## src/rtl/ascon_msg_packer.sv

```systemverilog
// ============================================================================
// ascon_msg_packer: packs a byte stream into padded 64-bit Ascon-Hash blocks.
// Optional macro ASCON_PACK_LE_EN: little-endian lanes with 0x01 pad byte.
// Revision: 1.0
// ============================================================================
`default_nettype none

module ascon_msg_packer #(
   parameter int BW = 64
) (
   input  logic          clk,
   input  logic          rst,
   input  logic          msg_start,
   input  logic [7:0]    msg_len,
   input  logic          in_valid,
   input  logic [7:0]    in_data,
   output logic          in_ready,
   output logic          start,
   output logic [7:0]    m_length,
   output logic          blk_valid,
   output logic [BW-1:0] blk_data,
   output logic          blk_last,
   input  logic          blk_ready,
   output logic          busy
);

   localparam logic [1:0] S_IDLE = 2'd0;
   localparam logic [1:0] S_FILL = 2'd1;
   localparam logic [1:0] S_EMIT = 2'd2;
   localparam logic [1:0] S_PAD  = 2'd3;

`ifdef ASCON_PACK_LE_EN
   localparam logic [7:0]    C_PAD     = 8'h01;
   localparam logic [BW-1:0] C_PAD_BLK = {{(BW-8){1'b0}}, C_PAD};
`else
   localparam logic [7:0]    C_PAD     = 8'h80;
   localparam logic [BW-1:0] C_PAD_BLK = {C_PAD, {(BW-8){1'b0}}};
`endif

   // Bit position of the least-significant bit of byte lane k.
   function automatic logic [5:0] lane_lsb(input logic [2:0] k);
`ifdef ASCON_PACK_LE_EN
      return {k, 3'b000};
`else
      return 6'd56 - {k, 3'b000};
`endif
   endfunction

   logic [1:0]    state_q, state_d;
   logic [7:0]    len_q, len_d;
   logic [7:0]    cnt_q, cnt_d;
   logic [BW-1:0] blk_q, blk_d;
   logic          last_q, last_d;
   logic          start_q, start_d;

   logic [2:0]    w_lane;
   logic [2:0]    w_lane_nxt;
   logic [7:0]    w_cnt_inc;
   logic          w_final;

   assign w_lane     = cnt_q[2:0];
   assign w_lane_nxt = w_lane + 3'd1;
   assign w_cnt_inc  = cnt_q + 8'd1;
   assign w_final    = (w_cnt_inc == len_q);

   always_ff @(posedge clk) begin
      if (rst) state_q <= S_IDLE;
      else     state_q <= state_d;
   end

   always_ff @(posedge clk) begin
      if (rst) begin
         len_q   <= 8'd0;
         cnt_q   <= 8'd0;
         blk_q   <= '0;
         last_q  <= 1'b0;
         start_q <= 1'b0;
      end else begin
         len_q   <= len_d;
         cnt_q   <= cnt_d;
         blk_q   <= blk_d;
         last_q  <= last_d;
         start_q <= start_d;
      end
   end

   always_comb begin
      state_d = state_q;
      len_d   = len_q;
      cnt_d   = cnt_q;
      blk_d   = blk_q;
      last_d  = last_q;
      start_d = 1'b0;
      case (state_q)
         S_IDLE: begin
            if (msg_start) begin
               len_d   = msg_len;
               start_d = 1'b1;
               cnt_d   = 8'd0;
               last_d  = 1'b0;
               if (msg_len == 8'd0) begin
                  blk_d   = C_PAD_BLK;
                  state_d = S_PAD;
               end else begin
                  blk_d   = '0;
                  state_d = S_FILL;
               end
            end
         end
         S_FILL: begin
            if (in_valid) begin
               blk_d[lane_lsb(w_lane) +: 8] = in_data;
               cnt_d = w_cnt_inc;
               // A final byte short of lane 7 leaves room for the pad in this block.
               if (w_final && (w_lane != 3'd7)) begin
                  blk_d[lane_lsb(w_lane_nxt) +: 8] = C_PAD;
                  last_d = 1'b1;
               end
               if (w_final || (w_lane == 3'd7)) state_d = S_EMIT;
            end
         end
         S_EMIT: begin
            if (blk_ready) begin
               if (cnt_q != len_q) begin
                  blk_d   = '0;
                  state_d = S_FILL;
               end else if (len_q[2:0] == 3'd0) begin
                  blk_d   = C_PAD_BLK;
                  state_d = S_PAD;
               end else begin
                  state_d = S_IDLE;
               end
            end
         end
         S_PAD: begin
            if (blk_ready) state_d = S_IDLE;
         end
         default: state_d = S_IDLE;
      endcase
   end

   always_comb begin
      in_ready  = (state_q == S_FILL);
      busy      = (state_q != S_IDLE);
      blk_valid = (state_q == S_EMIT) || (state_q == S_PAD);
      blk_last  = (state_q == S_PAD) || ((state_q == S_EMIT) && last_q);
      start     = start_q;
      m_length  = len_q;
      blk_data  = blk_q;
   end

endmodule

`default_nettype wire

```

## config.mk

```make
export PLATFORM = sky130hd
export DESIGN_NAME = ascon_msg_packer
export DESIGN_NICKNAME = d
export VERILOG_FILES = /design/src/rtl/ascon_msg_packer.sv
export SDC_FILE = /design/constraint.sdc
export NUM_CORES = 1
export LEC_CHECK = 0
export ABC_AREA = 1
export CORE_UTILIZATION = 49
export CTS_BUF_LIST = sky130_fd_sc_hd__clkbuf_4 sky130_fd_sc_hd__clkbuf_8 sky130_fd_sc_hd__clkbuf_16
export CTS_CLUSTER_SIZE = 28
export DETAILED_ROUTE_END_ITERATION = 10
export PLACE_DENSITY = 0.76
export SLEW_MARGIN = 40
export SYNTH_ARGS = -nofsm -noshare
export SYNTH_HDL_FRONTEND = slang
export SYNTH_SLANG_ARGS = --single-unit
```

## constraint.sdc

```tcl
create_clock -name clk -period 2.7 [get_ports clk]
set_input_delay 0.81 -clock clk [delete_from_list [all_inputs] [get_ports clk]]
set_output_delay 0.81 -clock clk [all_outputs]
set_load 0.05 [all_outputs]
```

## Yosys cells after proc, flatten, opt, wreduce, memory -nomap -nowiden

Cells that the tools add are included.

- Logic and storage cells: 75
- Input bits: 21
- Bits in registers: 84

- Reduce and logical (&&, ||, !) cells: 17
- Eq/ne operators: 14
- Add/sub/neg operators: 6
- Bitwise logic cells: 1
- Multiplexer cells: 27
- Shifts and indexed selects: 4

Operators by type and width:

| kind | number |
|---|---|
| 64-bit 2-to-1 mux | 7 |
| 64-bit case mux with 3 select lines | 1 |
| 64-bit bitwise mux | 2 |
| 8-bit by 8-bit variable shift with 64-bit output, first input constant | 2 |
| 8-bit by 8-bit variable part select with 64-bit output | 1 |
| 8-bit by 8-bit variable part select with 64-bit output, first input constant | 1 |
| 2-bit 2-to-1 mux | 8 |
| 8-bit 2-to-1 mux | 2 |
| 6-bit negator with 8-bit output | 2 |
| 8-bit case mux with 2 select lines | 1 |
| 6-bit subtractor, first input constant | 2 |
| 5-bit AND reduction | 2 |
| 8-bit by 1-bit adder with 8-bit output, second input constant | 1 |
| 8-bit equality test | 1 |
| 8-bit zero test | 1 |
| 2-bit != test, second input constant | 4 |
| 8-bit != test | 1 |
| 2-bit case mux with 4 select lines | 1 |
| 3-bit != test, second input constant | 2 |
| 2-bit equality test, second input constant | 2 |
| 1-bit 2-to-1 mux | 4 |
| 2-bit by 1-bit != test with 1-bit output, second input constant | 2 |
| 4-bit AND reduction | 1 |
| 2-bit nonzero test | 2 |
| 13 further kinds | 16 |

## Logic depth before layout (Yosys ltp)

Gate-level depths: netlist (run 1).

- Depth in word-level cells: 8
- Depth in mapped cells: 13
- Depth with buffers taken out: 13

## Least setup slack after synthesis (run 1)

OpenSTA, ideal clock, no wires.

- Path type: reg-to-output
- Start point: register state_q[0]
- End point: output blk_last
- Data required time: 1.890 ns
- Setup slack: 0.126 ns
- Buffers on the path: 0
- Arrival time: 1.764 ns
- Cell stages (with the launch flop): 5
- Cell sequence: dfxtp_1 inv_1 ha_1 inv_1 o21ai_0

- Cells in the longest elaborated chain, start to end: 3
- Elaborated cells on any way between the ends: 4

Ends and longest elaborated chain:

| element | line | source |
|---|---|---|
| start: declaration | 49 | `logic [1:0] state_q, state_d;` |
| start signal: assignment | 68 | `else state_q <= state_d;` |
| 2-bit equality test | 146 | `blk_last = (state_q == S_PAD) \|\| ((state_q == S_EMIT) && last_q);` |
| 1-bit logical AND | 146 |  |
| 1-bit logical OR (*) | 146 |  |
| end: declaration | 22 | `output logic blk_last,` |

Every way passes the cells marked *; elsewhere a longest branch is shown, timed or not.

## Final worst setup path (run 1)

- Start point: register cnt_q[0]
- End point: register blk_q[47] (netlist: blk_data[47])

- Cells in the longest elaborated chain, start to end: 8
- Elaborated cells on any way between the ends: 23

Ends and longest elaborated chain:

| element | line | source |
|---|---|---|
| start: declaration | 51 | `logic [7:0] cnt_q, cnt_d;` |
| start signal: assignment | 80 | `cnt_q <= cnt_d;` |
| 3-bit by 1-bit adder with 3-bit output or 6-bit subtractor (tied branches) | 62, 45 |  |
| 6-bit subtractor or 6-bit negator with 8-bit output (tied branches) | 45, 112 |  |
| 6-bit negator with 8-bit output (tied with other cells) | 116 | `blk_d[lane_lsb(w_lane_nxt) +: 8] = C_PAD;` |
| 8-bit by 8-bit variable part select with 64-bit output (tied with other cells) | 116 |  |
| 64-bit bitwise mux | 116 |  |
| 64-bit 2-to-1 mux | 115 | `if (w_final && (w_lane != 3'd7)) begin` |
| 64-bit 2-to-1 mux | 111 | `if (in_valid) begin` |
| 64-bit case mux with 3 select lines | 94 | `case (state_q)` |
| end signal: assignment | 81 | `blk_q <= blk_d;` |
| end: declaration | 52 | `logic [BW-1:0] blk_q, blk_d;` |

Several ways; a longest one is shown, not always the timed one. The select of a mux whose other input is x is not followed.
A chain may end at the register's enable or synchronous reset.

==> results.py, run 1 <==
metrics = {
    "outcome": {
        "status": "completed",
    },
    "logic_synthesis": {
        "synth-main-ff-cell": "dfxtp_1",
        "avgSynthCellArea_um2": 7.02,
        "synth-async-reset-ratio": 0,
        "synth_edf_count": 0,
        "yosysSeqAreaShare": 0.340,
        "syn_inst": 705,
        "ys_warn_count": 0,
        "synth_top_area_share": 0.340,
        "syn-num-nets": 737,
        "synthTopCellsByArea": "dfxtp_1 (34%), nand2_1 (13%), a21oi_1 (8.0%)",
        "synth_cell_type_count": 39,
        "yosys.area.top_type": "dfxtp_1",
        "synth_seq_cells": 84,
        "synth_area_um2": 4950,
    },
    "floorplanning": {
        "rows": 36,
        "fp.coreArea_um2": 9770,
        "die_y_um": 102,
        "io_pins": 98,
        "die_area_um2": 10500,
        "die_w_um": 102,
        "initial_utilization": 0.506,
    },
    "final_layout": {
        "final_layout_size_suffix_gt1_frac": 0.0836,
        "fin_nets": 828,
        "multi_input_area_um2": 2800,
        "final_common_cell": "nand2_1",
        "layout_common_cells": "nand2_1 (165), clkdlybuf4s50_1 (92), dfxtp_1 (84), inv_1 (80), a21oi_1 (79)",
        "diodes": 0,
        "seq_area_um2": 1680,
        "fin_cells": 934,
        "area_delta_synth_final_pct": 27.2,
        "fill_cells": 855,
    },
    "detailed_routing": {
        "avgRoutedWirePerCell_um": 15.3,
        "wl_um": 14200,
        "drt_iter0_drc": 194,
        "drtPass1Iterations": 5,
        "ant_nets": 0,
        "viasPerCell": 5.47,
        "vias": 5110,
        "drcViolationCount": 0,
    },
    "global_routing": {
        "grt_pass1_wl_um": 22800,
        "grt_use_total": 0.280,
        "grt_max_degree": 67,
        "antenna_found_initial": 0,
        "grt_pass1_vias": 4844,
        "overflow": 0,
    },
    "clocking": {
        "clk_pin_slew_worst_paths_ps": 100,
        "cts.sinks": 84,
        "clockBufferDepth": 2,
        "insertion_delay_ps": 360,
        "h-tree-depth": 3,
        "cts_root_buf": "clkbuf_8",
        "tritoncts": "built",
        "cts_made_buffers": 9,
    },
    "placement": {
        "place_inst": 917,
        "dpl.hpwl_um": 9950,
        "place.gp.congestion": 0.925,
        "dpl_worst_slack_ps": 178,
        "io_buffer_count": 97,
    },
    "hold_path": {
        "hold_class": "register to register",
        "min_to": "last_q",
        "hp-start": "last_q",
        "hold_depth": 2,
    },
    "timing": {
        "finalHoldViolCount": 0,
        "setup_slack_ps": 181,
        "slew_headroom": 0.492,
        "worst_slew_pin_slew_ps": 763,
        "clock_skew_ps": 14.8,
        "slew_viol_final": 0,
        "setup_viol": 0,
        "rsz0062_at_grt": "no",
        "max_freq_ghz": 0.397,
        "finalSetupTns_ps": 0,
        "period_needed_ps": 2520,
        "period_share": 0.933,
    },
    "critical_path": {
        "rrSetupSlack_ps": 180,
        "rr_endpoint": "blk_data[47]",
        "setup.worst_path.start_class": "register",
        "cp.required_ps": 2990,
        "cp.arrival_ps": 2810,
        "critical_path_class": "register to register",
        "cp_slowest_cell": "dfxtp_1",
        "endpoint_kind": "register",
        "critPathMaxFanout": 9,
        "r2r_cells": 10,
        "critical-path-max-stage-delay_ps": 470,
        "crit_top_cell": "nand2_1",
        "reg2reg_from": "cnt_q[0]",
        "critical-path-top-delay-family": "simple AND/OR/NAND/NOR gates",
        "critPathLaunch": "cnt_q[0]",
        "critPathBufInv": 2,
        "timing.critical_path.cells": "inv_1 -> ha_1 -> inv_1 -> nor3_1 -> nand2_1 -> nor3_1 -> a21oi_1 -> nand2_1 -> nand2_1 -> a21oi_1",
    },
    "pwr": {
        "powerDensity_nw_per_um2": 797,
        "irDropWorstVdd_mv": 0.601,
        "power_leakage_nw": 2.79,
    },
    "flow_run": {
        "maxCapViolations": 0,
    },
}
-- layout make-up --
class / instances / area share
Multi-Input combinational cell: 506 / 0.445
Timing Repair Buffer: 113 / 0.177
Sequential cell: 84 / 0.267
Inverter: 82 / 0.0489
Clock inverter: 6 / 0.0151
Tap cell: 133 / 0.0264
Clock buffer: 10 / 0.0209
-- cell usage after synthesis, types with 5 or more instances --
master / instances
nor2_1: 46
mux2i_1: 34
inv_1: 80
dfxtp_1: 84
nand3_1: 72
nand2_1: 165
clkbuf_1: 14
a21oi_1: 79
ha_1: 11
nand3_2: 5
buf_2: 12
nand4_4: 6
nor3_1: 10
buf_4: 6
o21ai_0: 34
-- sequential cells by signal, summed over array words and instances, names as in the netlist --
name	flops
cnt_q	8
last_q	1
m_length	8
state_q	2
start	1
blk_data	64
-- layer usage --
layer	vias to the layer above	GRT usage	routed length, um
li1	2491	-	-
met1	2401	0.356	6190
met2	184	0.457	6660
met3	34	0.0588	988
met4	0	0.121	404
met5	-	0	0
-- report_power, final --
group	leakage (nW)	switching (mW)	internal (mW)
Sequential	0.680	0.115	1.35
Combinational	2.00	1.70	0.811
Clock	0.115	0.498	0.542
-- tightest hold or removal path, delay by kind of cell, from the launching register on --
kind,cells,cell delay [ps]
flops,1,300
buf+inv,1,70
compound gates,1,70
-- stage by stage --
step           hold WS, ps  utilization  cell area [um2]  power, mW
3_5_place_dp           468        0.620             6060       3.97
6_report               483        0.644             6290       5.02
4_1_cts                479        0.643             6280       5.02
2_1_floorplan          429            -             4950       3.22
3_3_place_gp           455        0.620             6060       3.94
5_1_grt                509        0.644             6290       5.31
-- worst max-delay path by stage --
stage	end	cells after the start	slack, ps
CTS	blk_data[31]	11	150
floorplan	blk_last	4	130
finish	blk_data[47]	10	180
global route	blk_data[31]	12	40
detailed placement	blk_data[3]	9	180
global placement	blk_data[0]	9	230
-- cells by family (layout without fill, tap and decap cells) --
group,Yosys count,after routing,synth area share
buf+inv,115,211,0.0964
xor+xnor,6,6,0.0106
mux,37,37,0.0756
compound gates,129,129,0.139
flops,84,84,0.340
simple gates,323,323,0.311
fa+ha+maj,11,11,0.0278
-- timing repair --
action,4_1_cts,5_1_grt
endpoints found under the setup margin,0,14
setup buffers,0,1
gates resized for setup,0,1
hold buffers,0,0
(Power assumes the default switching activity.)
==> run 2, diff against run 1 <==
--- a/config.mk
+++ b/config.mk
@@ -5,12 +5,12 @@
 export SDC_FILE = /design/constraint.sdc
 export NUM_CORES = 1
 export LEC_CHECK = 0
-export ABC_AREA = 1
 export CORE_UTILIZATION = 49
 export CTS_BUF_LIST = sky130_fd_sc_hd__clkbuf_4 sky130_fd_sc_hd__clkbuf_8 sky130_fd_sc_hd__clkbuf_16
-export CTS_CLUSTER_SIZE = 28
+export CTS_CLUSTER_SIZE = 16
 export DETAILED_ROUTE_END_ITERATION = 10
-export PLACE_DENSITY = 0.76
+export GPL_TIMING_DRIVEN = 0
+export PLACE_DENSITY = 0.78
 export SLEW_MARGIN = 40
 export SYNTH_ARGS = -nofsm -noshare
 export SYNTH_HDL_FRONTEND = slang
==> results.py, run 2 <==
metrics = {
    "outcome": {
        "status": "completed",
    },
    "logic_synthesis": {
        "synth-async-reset-ratio": 0,
        "synthTopCellsByArea": "dfxtp_1 (40%), a22o_1 (6.0%), nand2_1 (4.9%)",
        "synth_most_common_cell": "dfxtp_1",
        "avgSynthCellArea_um2": 8.82,
        "ys_warn_count": 0,
        "yosys.area.top_type": "dfxtp_1",
        "synth_edf_count": 0,
        "ys_top_cells_by_count": "dfxtp_1 (84), nand2_1 (56), nand3_1 (41)",
        "synth_cell_type_count": 65,
        "synth_area_um2": 4250,
        "synth_top_area_share": 0.396,
        "syn-num-nets": 514,
        "yosysSeqAreaShare": 0.396,
        "synth-main-ff-cell": "dfxtp_1",
        "syn_inst": 482,
        "synth_seq_cells": 84,
    },
    "clocking": {
        "tritoncts": "built",
        "hold_buffers": 0,
        "h-tree-depth": 3,
        "insertion_delay_ps": 370,
        "cts_made_buffers": 9,
        "cts_root_buf": "clkbuf_8",
        "clk_pin_slew_worst_paths_ps": 100,
        "cts.sinks": 84,
        "clockBufferDepth": 2,
    },
    "detailed_routing": {
        "vias": 4191,
        "m1WireLength_um": 5510,
        "drcViolationCount": 0,
        "viasPerCell": 6.02,
        "wl_um": 12200,
        "ant_nets": 0,
        "drtPass1Iterations": 6,
        "route.met2.wl_um": 5810,
        "wl_met3_um": 832,
        "topRoutingLayerUsed": "met4",
        "drt_iter0_drc": 366,
        "avgRoutedWirePerCell_um": 17.6,
    },
    "global_routing": {
        "antenna_found_initial": 0,
        "grt_use_total": 0.272,
        "grt_max_degree": 18,
        "grt_pass1_wl_um": 19200,
        "grt_pass1_vias": 3738,
        "overflow": 0,
    },
    "pwr": {
        "irDropWorstVdd_mv": 0.559,
        "seq_power_share": 0.349,
        "powerDensity_nw_per_um2": 694,
        "internal-power_mw": 2.20,
        "power_frac_clock": 0.227,
        "power.switching_mw": 1.71,
        "power_leakage_nw": 2.04,
        "switching_share": 0.437,
        "comb_power_share": 0.425,
    },
    "floorplanning": {
        "initial_utilization": 0.512,
        "rows": 33,
        "fp.coreArea_um2": 8300,
        "die_y_um": 95.1,
        "io_pins": 98,
        "die_area_um2": 9050,
        "die_w_um": 95.1,
    },
    "critical_path": {
        "reg2reg_from": "cnt_q[0]",
        "critical_path_class": "register to primary output",
        "cp_num_cells": 3,
        "critical-path-max-stage-delay_ps": 820,
        "critical-path-top-delay-family": "buffers and inverters",
        "critPathMaxFanout": 3,
        "critPathBufInv": 2,
        "critPathLaunch": "state_q[1]",
        "cp_slowest_cell": "clkdlybuf4s50_1",
        "r2r_cells": 11,
        "timing.critical_path.cells": "inv_1 -> ha_1 -> clkdlybuf4s50_1",
        "cp.arrival_ps": 1820,
        "setup.worst_path.start_class": "register",
        "cp.required_ps": 1890,
        "endpoint_kind": "primary output",
    },
    "hold_path": {
        "hold_class": "register to register",
        "hp-start": "blk_data[7]",
        "hold_depth": 1,
    },
    "final_layout": {
        "layout_common_cells": "clkdlybuf4s50_1 (86), dfxtp_1 (82), nand2_1 (56), nand3_1 (41), a22o_1 (29)",
        "fin_nets": 618,
        "stdcell_area_um2": 5630,
        "largest_reg_flops": 64,
        "final_layout_size_suffix_gt1_frac": 0.139,
        "final_common_cell": "clkdlybuf4s50_1",
        "diodes": 0,
        "utilization": 0.678,
        "area_delta_synth_final_pct": 32.4,
        "fin_cells": 696,
    },
    "placement": {
        "place_inst": 676,
        "io_buffer_count": 89,
        "dpl_worst_slack_ps": -450,
        "dpl.hpwl_um": 8910,
        "place.gp.congestion": 0.921,
        "place_area_um2": 5270,
    },
    "timing": {
        "finalHoldViolCount": 0,
        "slew_headroom": 0.479,
        "setup_viol": 0,
        "period_share": 0.976,
        "clock_skew_ps": 16.2,
        "setup_slack_ps": 66.1,
        "slew_viol_final": 0,
        "period_needed_ps": 2630,
        "worst_slew_pin_slew_ps": 777,
        "finalSetupTns_ps": 0,
        "max_freq_ghz": 0.380,
    },
    "flow_run": {
        "maxCapViolations": 0,
    },
}
## run 2: final cells by class
cell class,instances,area [um2]
Buffer,32,183
Clock buffer,9,124
Clock inverter,7,68.8
Fill cell,670,2670
Inverter,17,63.8
Multi-Input combinational cell,348,2440
Sequential cell,84,1690
Tap cell,105,131
Timing Repair Buffer,94,921
## run 2: worst paths after layout
path	to	slack (ps)
max	in_ready	70
min	blk_data[7]	470
max reg2reg	blk_data[52]	90
min reg2reg	blk_data[7]	470
## run 2: timing repair
| action | in CTS | in global routing |
|---|---|---|
| setup buffers | 2 | 3 |
| setup endpoints to repair | 66 | 61 |
| pin swaps | 1 | 4 |
| resized for setup | 19 | 13 |
## run 2: cells by family (layout without fill, tap and decap cells)
family,Yosys count,after routing,synth area share
multiplexers,2,2,0.00471
AND/OR/NAND/NOR,184,184,0.235
XOR/XNOR,17,17,0.0386
flip-flops,84,84,0.396
adder cells (fa/ha/maj),11,11,0.0324
buffers and inverters,50,159,0.0574
AO/OA/AOI/OAI,134,134,0.236
## run 2: per-layer routing
layer,up-vias,GRT usage
met3,11,0.0447
li1,1990,-
met5,-,0
met1,2005,0.386
met4,0,0.0770
met2,185,0.423
## run 2: metrics by stage
stage                     hold slack [ps]  power (mW)
after detailed placement              448        2.91
final                                 470        3.90
after CTS                             471        3.81
after global routing                  498        4.09
after global placement                438        2.88
after floorplan                       484        2.50
## run 2: power groups by stage
stage / Combinational [mW] / Sequential, mW / Clock (mW)
2_1_floorplan: 1.01 / 1.50 / 0
3_3_place_gp: 1.50 / 1.38 / 0
3_5_place_dp: 1.53 / 1.38 / 0
4_1_cts: 1.56 / 1.36 / 0.888
5_1_grt: 1.78 / 1.37 / 0.946
6_report: 1.66 / 1.36 / 0.885
